`config.mk`:
```
export PLATFORM = sky130hd
export DESIGN_NAME = creg_file_flat
export DESIGN_NICKNAME = d
export VERILOG_FILES = /design/src/rtl/creg_file_if.sv /design/src/rtl/creg_file.sv /design/src/flat_wrapper.sv
export SDC_FILE = /design/constraint.sdc
export NUM_CORES = 1
export LEC_CHECK = 0
export ABC_AREA = 1
export BUFFER_PORTS_ARGS = -buffer_cell sky130_fd_sc_hd__buf_2
export CAP_MARGIN = 20
export CORE_AREA = 2 2 127 129
export DETAILED_ROUTE_END_ITERATION = 8
export DIE_AREA = 0 0 129 131
export GPL_TIMING_DRIVEN = 0
export PLACE_DENSITY = 0.67
export SLEW_MARGIN = 15
export SYNTH_ARGS = -nofsm -noshare
export SYNTH_HDL_FRONTEND = slang
export SYNTH_SLANG_ARGS = --single-unit
```
`constraint.sdc`:
```
create_clock -name clk -period 2.6 [get_ports clk]
set_input_delay 0.39 -clock clk [delete_from_list [all_inputs] [get_ports clk]]
set_output_delay 0.39 -clock clk [all_outputs]
set_load 0.01 [all_outputs]
```
`src/rtl/creg_file_if.sv`:
```
// Commit-side bus from the writeback stage into creg_file, and the redirect
// (flush / new_pc) it returns to the front of the pipeline.
interface creg_file_if;
  logic        wb_en;
  logic [29:0] wb_pc;
  logic        wb_br_flag;
  logic [1:0]  wb_ctrl_op;
  logic [2:0]  wb_exp_code;
  logic [4:0]  wb_dst_addr;
  logic [31:0] wb_wr_data;
  logic        stall;
  logic        flush;
  logic [29:0] new_pc;

  modport master (
    output wb_en, wb_pc, wb_br_flag, wb_ctrl_op, wb_exp_code,
    output wb_dst_addr, wb_wr_data, stall,
    input  flush, new_pc
  );

  modport slave (
    input  wb_en, wb_pc, wb_br_flag, wb_ctrl_op, wb_exp_code,
    input  wb_dst_addr, wb_wr_data, stall,
    output flush, new_pc
  );
endinterface

```
`src/rtl/creg_file.sv`:
```
// Control-register file and exception/mode controller: ID-stage creg read port,
// commit-side WRCR/EXRT handling, exception and interrupt entry with redirect.
module creg_file #(
  parameter int          IRQ_W        = 8,
  parameter logic [29:0] RESET_VECTOR = 30'h0
) (
  input  logic             clk,
  input  logic             reset_,
  input  logic [4:0]       creg_rd_addr,
  output logic [31:0]      creg_rd_data,
  output logic             exe_mode,
  output logic             int_en,
  input  logic [IRQ_W-1:0] irq,
  creg_file_if.slave       wb
);

  localparam logic [1:0] OP_WRCR    = 2'd1;
  localparam logic [1:0] OP_EXRT    = 2'd2;
  localparam logic [2:0] EXT_INT    = 3'd1;
  localparam logic [4:0] A_STATUS   = 5'd0;
  localparam logic [4:0] A_PRE_STAT = 5'd1;
  localparam logic [4:0] A_INT_MASK = 5'd2;
  localparam logic [4:0] A_CAUSE    = 5'd3;
  localparam logic [4:0] A_EPC      = 5'd4;
  localparam logic [4:0] A_EXP_VEC  = 5'd5;
  localparam logic [4:0] A_IRQ_PEND = 5'd6;

  logic [1:0]       status_q, status_d;
  logic [1:0]       pre_status_q, pre_status_d;
  logic [IRQ_W-1:0] int_mask_q, int_mask_d;
  logic [3:0]       cause_q, cause_d;
  logic [29:0]      epc_q, epc_d;
  logic [29:0]      vec_q, vec_d;
  logic [IRQ_W-1:0] irq_meta_q, irq_sync_q;
  logic             flush_q, flush_d;
  logic [29:0]      new_pc_q, new_pc_d;

  logic [IRQ_W-1:0] pend_s;
  logic             commit_s, irq_take_s, trap_s, exrt_s, wrcr_s;
  logic [2:0]       trap_code_s;
  logic [29:0]      trap_epc_s;
  logic [31:0]      mask_ext_s, pend_ext_s, rd_reg_s;

  // Commit qualification and priority: exception > interrupt > EXRT > WRCR.
  always_comb begin
    pend_s      = irq_sync_q & ~int_mask_q;
    commit_s    = wb.wb_en & ~wb.stall & ~flush_q;
    irq_take_s  = status_q[1] & (|pend_s);
    trap_s      = commit_s & ((wb.wb_exp_code != 3'd0) | irq_take_s);
    trap_code_s = (wb.wb_exp_code != 3'd0) ? wb.wb_exp_code : EXT_INT;
    trap_epc_s  = wb.wb_br_flag ? (wb.wb_pc - 30'd1) : wb.wb_pc;
    exrt_s      = commit_s & ~trap_s & (wb.wb_ctrl_op == OP_EXRT);
    wrcr_s      = commit_s & ~trap_s & (wb.wb_ctrl_op == OP_WRCR);
  end

  // Next-state for architectural registers and the registered redirect.
  always_comb begin
    status_d     = status_q;
    pre_status_d = pre_status_q;
    int_mask_d   = int_mask_q;
    cause_d      = cause_q;
    epc_d        = epc_q;
    vec_d        = vec_q;
    flush_d      = 1'b0;
    new_pc_d     = 30'h0;
    if (trap_s) begin
      pre_status_d = status_q;
      status_d     = 2'b00;
      cause_d      = {wb.wb_br_flag, trap_code_s};
      epc_d        = trap_epc_s;
      flush_d      = 1'b1;
      new_pc_d     = vec_q;
    end else if (exrt_s) begin
      status_d = pre_status_q;
      flush_d  = 1'b1;
      new_pc_d = epc_q;
    end else if (wrcr_s) begin
      case (wb.wb_dst_addr)
        A_STATUS:   status_d     = wb.wb_wr_data[1:0];
        A_PRE_STAT: pre_status_d = wb.wb_wr_data[1:0];
        A_INT_MASK: int_mask_d   = wb.wb_wr_data[IRQ_W-1:0];
        A_CAUSE:    cause_d      = wb.wb_wr_data[3:0];
        A_EPC:      epc_d        = wb.wb_wr_data[31:2];
        A_EXP_VEC:  vec_d        = wb.wb_wr_data[31:2];
        default:    status_d     = status_q;
      endcase
    end else begin
      flush_d = 1'b0;
    end
  end

  // Read mux; a qualifying same-cycle WRCR to a writable address is forwarded.
  always_comb begin
    mask_ext_s               = 32'h0;
    mask_ext_s[IRQ_W-1:0]    = int_mask_q;
    pend_ext_s               = 32'h0;
    pend_ext_s[IRQ_W-1:0]    = pend_s;
    case (creg_rd_addr)
      A_STATUS:   rd_reg_s = {30'h0, status_q};
      A_PRE_STAT: rd_reg_s = {30'h0, pre_status_q};
      A_INT_MASK: rd_reg_s = mask_ext_s;
      A_CAUSE:    rd_reg_s = {28'h0, cause_q};
      A_EPC:      rd_reg_s = {epc_q, 2'b00};
      A_EXP_VEC:  rd_reg_s = {vec_q, 2'b00};
      A_IRQ_PEND: rd_reg_s = pend_ext_s;
      default:    rd_reg_s = 32'h0;
    endcase
    if (wrcr_s && (wb.wb_dst_addr == creg_rd_addr) && (creg_rd_addr < A_IRQ_PEND)) begin
      creg_rd_data = wb.wb_wr_data;
    end else begin
      creg_rd_data = rd_reg_s;
    end
  end

  // Two-flop synchronizer for the asynchronous interrupt lines.
  always_ff @(posedge clk or negedge reset_) begin
    if (!reset_) begin
      irq_meta_q <= {IRQ_W{1'b0}};
      irq_sync_q <= {IRQ_W{1'b0}};
    end else begin
      irq_meta_q <= irq;
      irq_sync_q <= irq_meta_q;
    end
  end

  // Architectural state and redirect registers.
  always_ff @(posedge clk or negedge reset_) begin
    if (!reset_) begin
      status_q     <= 2'b00;
      pre_status_q <= 2'b00;
      int_mask_q   <= {IRQ_W{1'b1}};
      cause_q      <= 4'h0;
      epc_q        <= 30'h0;
      vec_q        <= RESET_VECTOR;
      flush_q      <= 1'b0;
      new_pc_q     <= 30'h0;
    end else begin
      status_q     <= status_d;
      pre_status_q <= pre_status_d;
      int_mask_q   <= int_mask_d;
      cause_q      <= cause_d;
      epc_q        <= epc_d;
      vec_q        <= vec_d;
      flush_q      <= flush_d;
      new_pc_q     <= new_pc_d;
    end
  end

  assign exe_mode  = status_q[0];
  assign int_en    = status_q[1];
  assign wb.flush  = flush_q;
  assign wb.new_pc = new_pc_q;

endmodule

```
`src/flat_wrapper.sv`:
```
// flat-port wrapper written by rule: the top's interface ports become plain ports
module creg_file_flat 
#(
  parameter int          IRQ_W        = 8,
  parameter logic [29:0] RESET_VECTOR = 30'h0
)
  (clk, reset_, creg_rd_addr, creg_rd_data, exe_mode, int_en, irq, wb_wb_en, wb_wb_pc, wb_wb_br_flag, wb_wb_ctrl_op, wb_wb_exp_code, wb_wb_dst_addr, wb_wb_wr_data, wb_stall, wb_flush, wb_new_pc);
  creg_file_if wb_i ();
  input  logic clk;
  input  logic reset_;
  input  logic [4:0] creg_rd_addr;
  output logic [31:0] creg_rd_data;
  output logic exe_mode;
  output logic int_en;
  input  logic [IRQ_W-1:0] irq;
  input wire logic [$bits(wb_i.wb_en)-1:0] wb_wb_en;
  input wire logic [$bits(wb_i.wb_pc)-1:0] wb_wb_pc;
  input wire logic [$bits(wb_i.wb_br_flag)-1:0] wb_wb_br_flag;
  input wire logic [$bits(wb_i.wb_ctrl_op)-1:0] wb_wb_ctrl_op;
  input wire logic [$bits(wb_i.wb_exp_code)-1:0] wb_wb_exp_code;
  input wire logic [$bits(wb_i.wb_dst_addr)-1:0] wb_wb_dst_addr;
  input wire logic [$bits(wb_i.wb_wr_data)-1:0] wb_wb_wr_data;
  input wire logic [$bits(wb_i.stall)-1:0] wb_stall;
  output wire logic [$bits(wb_i.flush)-1:0] wb_flush;
  output wire logic [$bits(wb_i.new_pc)-1:0] wb_new_pc;
  assign wb_i.wb_en = wb_wb_en;
  assign wb_i.wb_pc = wb_wb_pc;
  assign wb_i.wb_br_flag = wb_wb_br_flag;
  assign wb_i.wb_ctrl_op = wb_wb_ctrl_op;
  assign wb_i.wb_exp_code = wb_wb_exp_code;
  assign wb_i.wb_dst_addr = wb_wb_dst_addr;
  assign wb_i.wb_wr_data = wb_wb_wr_data;
  assign wb_i.stall = wb_stall;
  assign wb_flush = wb_i.flush;
  assign wb_new_pc = wb_i.new_pc;
  creg_file #(.IRQ_W(IRQ_W), .RESET_VECTOR(RESET_VECTOR)) u_core (.clk(clk), .reset_(reset_), .creg_rd_addr(creg_rd_addr), .creg_rd_data(creg_rd_data), .exe_mode(exe_mode), .int_en(int_en), .irq(irq), .wb(wb_i));
endmodule
```
==> metrics.txt, run 1 <==
Final Cell Area between 8000 and 9000 sq um; final WL about 22000 microns; actual slew at the worst max-slew pin about 0.65 ns; commonest non-fill, non-tap cell in the layout nand2_1; CTS Root Buffer Type clkbuf_16; CTS sink count about 120; initial antenna violation count 1; r2r startpoint u_core.int_mask_q[7]$_DFFE_PN1P_; CP Max Fanout 10; DR vias between 6000 and 7000; Hold WS -0.0175 ns; GPL Wtd Cong around 1; critical path cell sequence inv_2, nand2_1, nand2_1, nor2_1, nand2_2, nand2_4, nand4_4, nor2_4, inv_6, buf_6, o21ai_0, o21ai_1, buf_2; row cnt 46; CP max stage cell dfstp_2; Crit. End Element output port; first-pass GRT wire length around 34000 microns; Design Power ~5.3 mW; Final Max Tran Viols 0; GRT Total Usage between 20% and 30%; Syn Nets around 1000; Die Span Y roughly 130 microns; die width between 100 and 150 microns; maximum vdd drop between 0.0004 and 0.0005 V; crit share post-route 102%; Yosys warning count 0; most frequent cells in the layout 218 x nand2_1, 166 x buf_2, 154 x inv_1, 115 x dfrtp_1, 75 x nor2_1; I/O pin total around 160; max-cap viol count 0; crit path kind flip-flop to output port; Synth area leader dfrtp_1; Syn-to-layout area delta 27.2%; Buffers on Ports between 150 and 200; syn_area_per_cell approximately 7.4 sq um; layout cells sized above 1 around a quarter; drt wl/cell between 15 and 20 microns; area of placed instances just under 8000 sq um; HP Class primary input to async pin; Max-slew headroom between 50% and 60%; largest net degree at the start of global routing 68; most frequent CP cell nand2_1; Skew-Pair Late Insertion Delay 0.42 ns; Syn Std Cell Area just under 7000 sq um; Overflow after GRT 0; FF-to-FF path depth 12; flop and latch count out of synthesis approximately 120; Max Clock Skew 0.00933 ns; Initial DRC Count 661; nets@finish 1188; WP data arrival about 2.3 ns; Post-Synthesis Cells just over 900; Setup WS post-layout -0.0594 ns; clock slew at reported path FFs approximately 0.060 ns; hpwl dp ~16000 microns; ranking of synthesized cells by area dfrtp_1 42%, nand2_1 12%, inv_1 8.5%; Starting Density 43.7%; maximum root-to-sink buffer count 2; Max H-tree Level 4; violated checks negative hold slack, negative setup slack; final setup TNS -0.384 ns; vias per cell just over 5; fmax around 380 MHz; DIE AREA 16900 sq um; drt first pass iters 5; DRC viols 0; Critical path origin u_core.int_mask_q[7]$_DFFE_PN1P_; CORE AREA about 16000 sq um; share of Yosys cell area claimed by the top area cell type between 40% and 50%; Worst Setup Start Kind flip-flop; sequential area share after synthesis 45.3%; outcome complete, but fails checks; fill count approximately 1500; Max stage delay on crit path between 0.5 and 0.6 ns; CTS tree built; RSZ-0062 raised after global routing yes; critical path required time 2.21 ns; CTS buffer count 17; Hold Violations, Final 22; DRT antenna net count 0; # setup viols final 23; Yosys cell types 37; number of global-route vias before repair about 6400; leakage power ~4.5 nW; Final min period about 2.7 ns; Pwr Density around 610 nW/um^2
==> where the power goes <==
part / internal [mW] / switching [mW]
Combinational: 0.228 / 0.421
Clock: 1.55 / 0.899
Sequential: 2.06 / 0.0871
Total: 3.84 / 1.41
==> logic make-up (layout without fill, tap and decap cells) <==
family          count (synthesis)  count (layout)  synth area share (%)
compound gates                191             191                  15.4
xor+xnor                        8               8                  1.03
fa+ha+maj                       1               1                 0.184
buf+inv                       196             387                  12.4
flops                         123             123                  45.3
other cells                     0               2                     0
simple gates                  400             400                  25.7
==> critical path: cells and delay by family (launching register included) <==
| family | cells | cell delay (ns) |
|---|---|---|
| compound gates | 2 | 0.17 |
| buf+inv | 4 | 0.44 |
| simple gates | 7 | 0.70 |
| flops | 1 | 0.54 |
==> cell usage after synthesis (all sizes together) <==
master and instances:
a21oi 19, nand3 67, clkbuf 2, nor2 81, o221ai 1, a211oi 1
o22ai 61, a21boi 2, o21ai 105, buf 33, nand3b 2, nand2 230
o211ai 2, dfstp 8, nor3 8, ha 1, xnor2 2, nand4 11
xor2 6, dfrtp 115, nor4 1, inv 161
==> through the flow <==
step                utilization (%)  hold WS [ns]  setup WS [ns]  std cells
floorplan                         -        0.0944          0.618        919
global placement               50.4         0.334         -0.516       1289
detailed placement             50.6         0.336         0.0872       1290
CTS                            55.3       0.00248        -0.0694       1325
global route                   55.5        0.0224         -0.225       1326
finish                         55.6       -0.0175        -0.0594       1328
==> layout make-up <==
class	instances	area, sq um	share of cell area (%)
plain buffers	35	280	3.23
well taps	216	270	3.12
diodes	2	5.00	0.0577
inverters	161	609	7.03
flip-flops and latches	123	3090	35.6
clock buffers	21	460	5.31
multi-input cells	600	2970	34.3
repair buffers	159	841	9.70
clock inverters	11	143	1.65
==> routing by layer <==
layer	track usage [%]	wire, microns	share of wire [%]
met5	0	0	0
met4	7.03	366	1.7
met3	5.70	1730	7.9
met2	42.1	10200	47
met1	36.6	9550	44
==> repair_timing <==
action / in CTS / in global routing
buffers inserted: 3 / 1
gates resized for setup: 30 / 10
pin swaps: 2 / 1
endpoints found under the setup margin: 32 / 32
hold buffers: 0 / 0
==> registers in the layout, summed over array words and instances, names as in the netlist <==
signal               count
u_core.epc_q            30
u_core.vec_q            30
u_core.wb.new_pc        30
u_core.int_mask_q        8
u_core.irq_meta_q        8
u_core.irq_sync_q        8
u_core.cause_q           4
u_core.pre_status_q      2
u_core.status_q          2
u_core.wb.flush          1
==> final timing paths <==
check	to	slack [ns]
hold reg to reg	u_core.irq_sync_q[7]$_DFF_PN0_	0.35
setup reg to reg	u_core.wb.new_pc[11]$_DFF_PN0_	0.46
hold / removal	u_core.irq_meta_q[0]$_DFF_PN0_	-0.02
max in group asynchronous	u_core.int_mask_q[3]$_DFFE_PN1P_	1.88
setup / recovery	creg_rd_data[7]	-0.06
min in group clk	u_core.irq_meta_q[5]$_DFF_PN0_	0.07
Note: power is estimated with default switching activity, not from simulation.
==> run 2, diff against run 1 <==
CELL_PAD_IN_SITES_DETAIL_PLACEMENT = 1   (was not set)
CELL_PAD_IN_SITES_GLOBAL_PLACEMENT = 1   (was not set)
CORE_AREA = 2 2 131 133   (was 2 2 127 129)
DIE_AREA = 0 0 133 135   (was 0 0 129 131)
PLACE_DENSITY = not set   (was 0.67)
PLACE_DENSITY_LB_ADDON = 0.1   (was not set)
==> run 2 against run 1 <==
The flow finishes with violations (negative setup slack). First-iteration DRC count fell by 29%. Sequential share of layout area fell by 2.0 points. Clock-buffer cell count fell by 4. Clock power rose by 11%. Global-route usage rose by 1.3 points. Power rose by 6.1%. Critical path type unchanged. Largest power group unchanged. Highest routed layer unchanged.
==> metrics.txt, run 2 (synthesis gave the netlist of run 1 again) <==
I/O pin total 155; Pint 4.09 mW; CTS tree built; DRC viols 0; fill count around 2000; drt wl/cell 19.0 microns; CP max stage cell dfstp_2; DR vias between 7000 and 8000; Overflow after GRT 0; drt first pass iters 6; commonest non-fill, non-tap cell in the layout nand2_1; top layer in use met4; wire length on met1 11600 microns; Buffers on Ports ~150; Final min period ~2.8 ns; part of the power in registers 38.7%; # setup viols final 32; DIE AREA about 18000 sq um; nets@finish 1199; leakage power 4.68 nW; CP Max Fanout 6; Final Cell Area slightly above 9000 sq um; hpwl dp about 18000 microns; Max Clock Skew between 0.007 and 0.008 ns; Initial DRC Count between 400 and 500; clock share of power 48.8%; critical path cell sequence inv_2, nand2_2, nand2_2, nor2_4, nand2_2, nand2_4, nand4_4, nor2_4, buf_6, inv_6, buf_12, o21ai_2, buf_2; Max stage delay on crit path 0.54 ns; CTS sink count between 100 and 150; HP Class primary input to flip-flop; Comb power frac between 10% and 20%; largest net degree at the start of global routing 64; die width approximately 130 microns; Hold WS between 0.06 and 0.07 ns; Non-Filler Instances around 1300; Skew-Pair Late Insertion Delay 0.43 ns; Crit. End Element output port; flop-to-flop setup slack 0.47 ns; met3 routed WL between 1500 and 2000 microns; Die Span Y 135 microns; Worst Setup Start Kind flip-flop; CTS buffer count 17; actual slew at the worst max-slew pin slightly below 0.6 ns; vias per cell ~5.3; final setup TNS -3.42 ns; most frequent cells in the layout 199 x nand2_1, 160 x buf_2, 150 x inv_1, 115 x dfrtp_1, 73 x nor2_1; GPL Wtd Cong between 0.8 and 0.9; Inst Count DP 1294; violated checks negative setup slack; sw frac 26.6%; Pwr Density a little over 600 nW/um^2; crit share post-route 106%; crit path kind flip-flop to output port; DRT antenna net count 0; row cnt 47; met2 WL around 12000 microns; RSZ-0062 raised after global routing yes; Max H-tree Level 4; initial antenna violation count 0; P_sw around 1.5 mW; area of placed instances 7900 sq um; number of global-route vias before repair slightly above 7000; Starting Density 41.5%; clock slew at reported path FFs 0.06 ns; fmax roughly 360 MHz; number of diodes 0; multi-input logic area 3160 sq um; first-pass GRT wire length approximately 39000 microns; most frequent CP cell nand2_2; maximum root-to-sink buffer count 2; critical path required time about 2.2 ns; Max-slew headroom roughly three fifths; outcome complete, but fails checks; GRT Total Usage between 20% and 30%; max-cap viol count 0; final WL 25500 microns; maximum vdd drop around 0.00043 V; Final Max Tran Viols 0; CTS Root Buffer Type clkbuf_16; Top delay family on crit path simple AND/OR/NAND/NOR gates; Setup WS post-layout -0.163 ns; worst path buffer plus inverter count 5; storage element area a little over 3000 sq um; Design Power approximately 5.6 mW; Syn-to-layout area delta 34.7%; layout cells sized above 1 between 20% and 30%; Hold Violations, Final 0; WP data arrival between 2 and 2.5 ns; CORE AREA around 16000 sq um
==> run 2: changes by cell type in the layout (fill, tap and decap cells not counted), moves of 4 or more <==
| cell | previous run | this run |
|---|---|---|
| o21ai_1 | 60 | 47 |
| nand2_1 | 218 | 199 |
| inv_2 | 6 | 10 |
| clkbuf_16 | 17 | 22 |
| nand2_4 | 3 | 7 |
| buf_2 | 166 | 160 |
| buf_12 | 0 | 5 |
| o21ai_2 | 14 | 22 |
| nand2_2 | 9 | 24 |
| buf_4 | 8 | 12 |
| inv_1 | 154 | 150 |
| o21ai_4 | 1 | 8 |
==> run 2: repair_timing <==
| item | CTS | global route |
|---|---|---|
| pin swaps | 4 | 7 |
| resized for setup | 69 | 46 |
| hold buffers | 1 | 0 |
| endpoints found under the setup margin | 32 | 32 |
| hold endpoints to repair | 54 | 0 |
| setup buffers | 4 | 4 |
| gates cloned | 1 | 5 |
==> run 2: per-stage QoR <==
stage | util [%] | worst slack, ns
final | 56.0 | -0.163
after floorplan | - | 0.618
after global placement | 47.9 | -0.491
after detailed placement | 48.1 | 0.0541
after global routing | 56.0 | -0.254
after CTS | 54.0 | -0.125
==> run 2: worst paths after layout <==
check / start / cells past startpoint / endpoint
setup / recovery: u_core.int_mask_q[5]$_DFFE_PN1P_ / 13 / creg_rd_data[12]
hold / removal: irq[0] / 1 / u_core.irq_meta_q[0]$_DFF_PN0_
setup reg to reg: u_core.int_mask_q[5]$_DFFE_PN1P_ / 12 / u_core.epc_q[20]$_DFFE_PN0P_
hold reg to reg: u_core.irq_meta_q[3]$_DFF_PN0_ / 0 / u_core.irq_sync_q[3]$_DFF_PN0_
max in group asynchronous: reset_ / 3 / u_core.epc_q[21]$_DFFE_PN0P_
min in group asynchronous: reset_ / 2 / u_core.irq_meta_q[6]$_DFF_PN0_
==> run 2: final cells by class <==
type	instances	share of cell area, %
repair buffers	169	11.4
clock buffers	17	4.63
plain buffers	35	3.53
clock inverters	15	2.70
inverters	161	6.66
repair inverters	1	0.0954
well taps	220	3.00
multi-input cells	600	34.4
flip-flops and latches	123	33.6
==> run 2: power groups by stage <==
| stage | Sequential [mW] | Clock, mW | Combinational (mW) |
|---|---|---|---|
| floorplan | 2.16 | 0 | 0.363 |
| global route | 2.17 | 2.81 | 0.781 |
| finish | 2.16 | 2.72 | 0.699 |
| CTS | 2.15 | 2.73 | 0.677 |
| detailed placement | 2.18 | 0 | 0.650 |
| global placement | 2.18 | 0 | 0.626 |
==> run 2: per-layer routing <==
metal  track usage (%)  up-vias
met1              38.6     3516
met2              44.6      263
met3              4.84       48
met5                 0        -
li1                  -     3338
met4              7.71        0
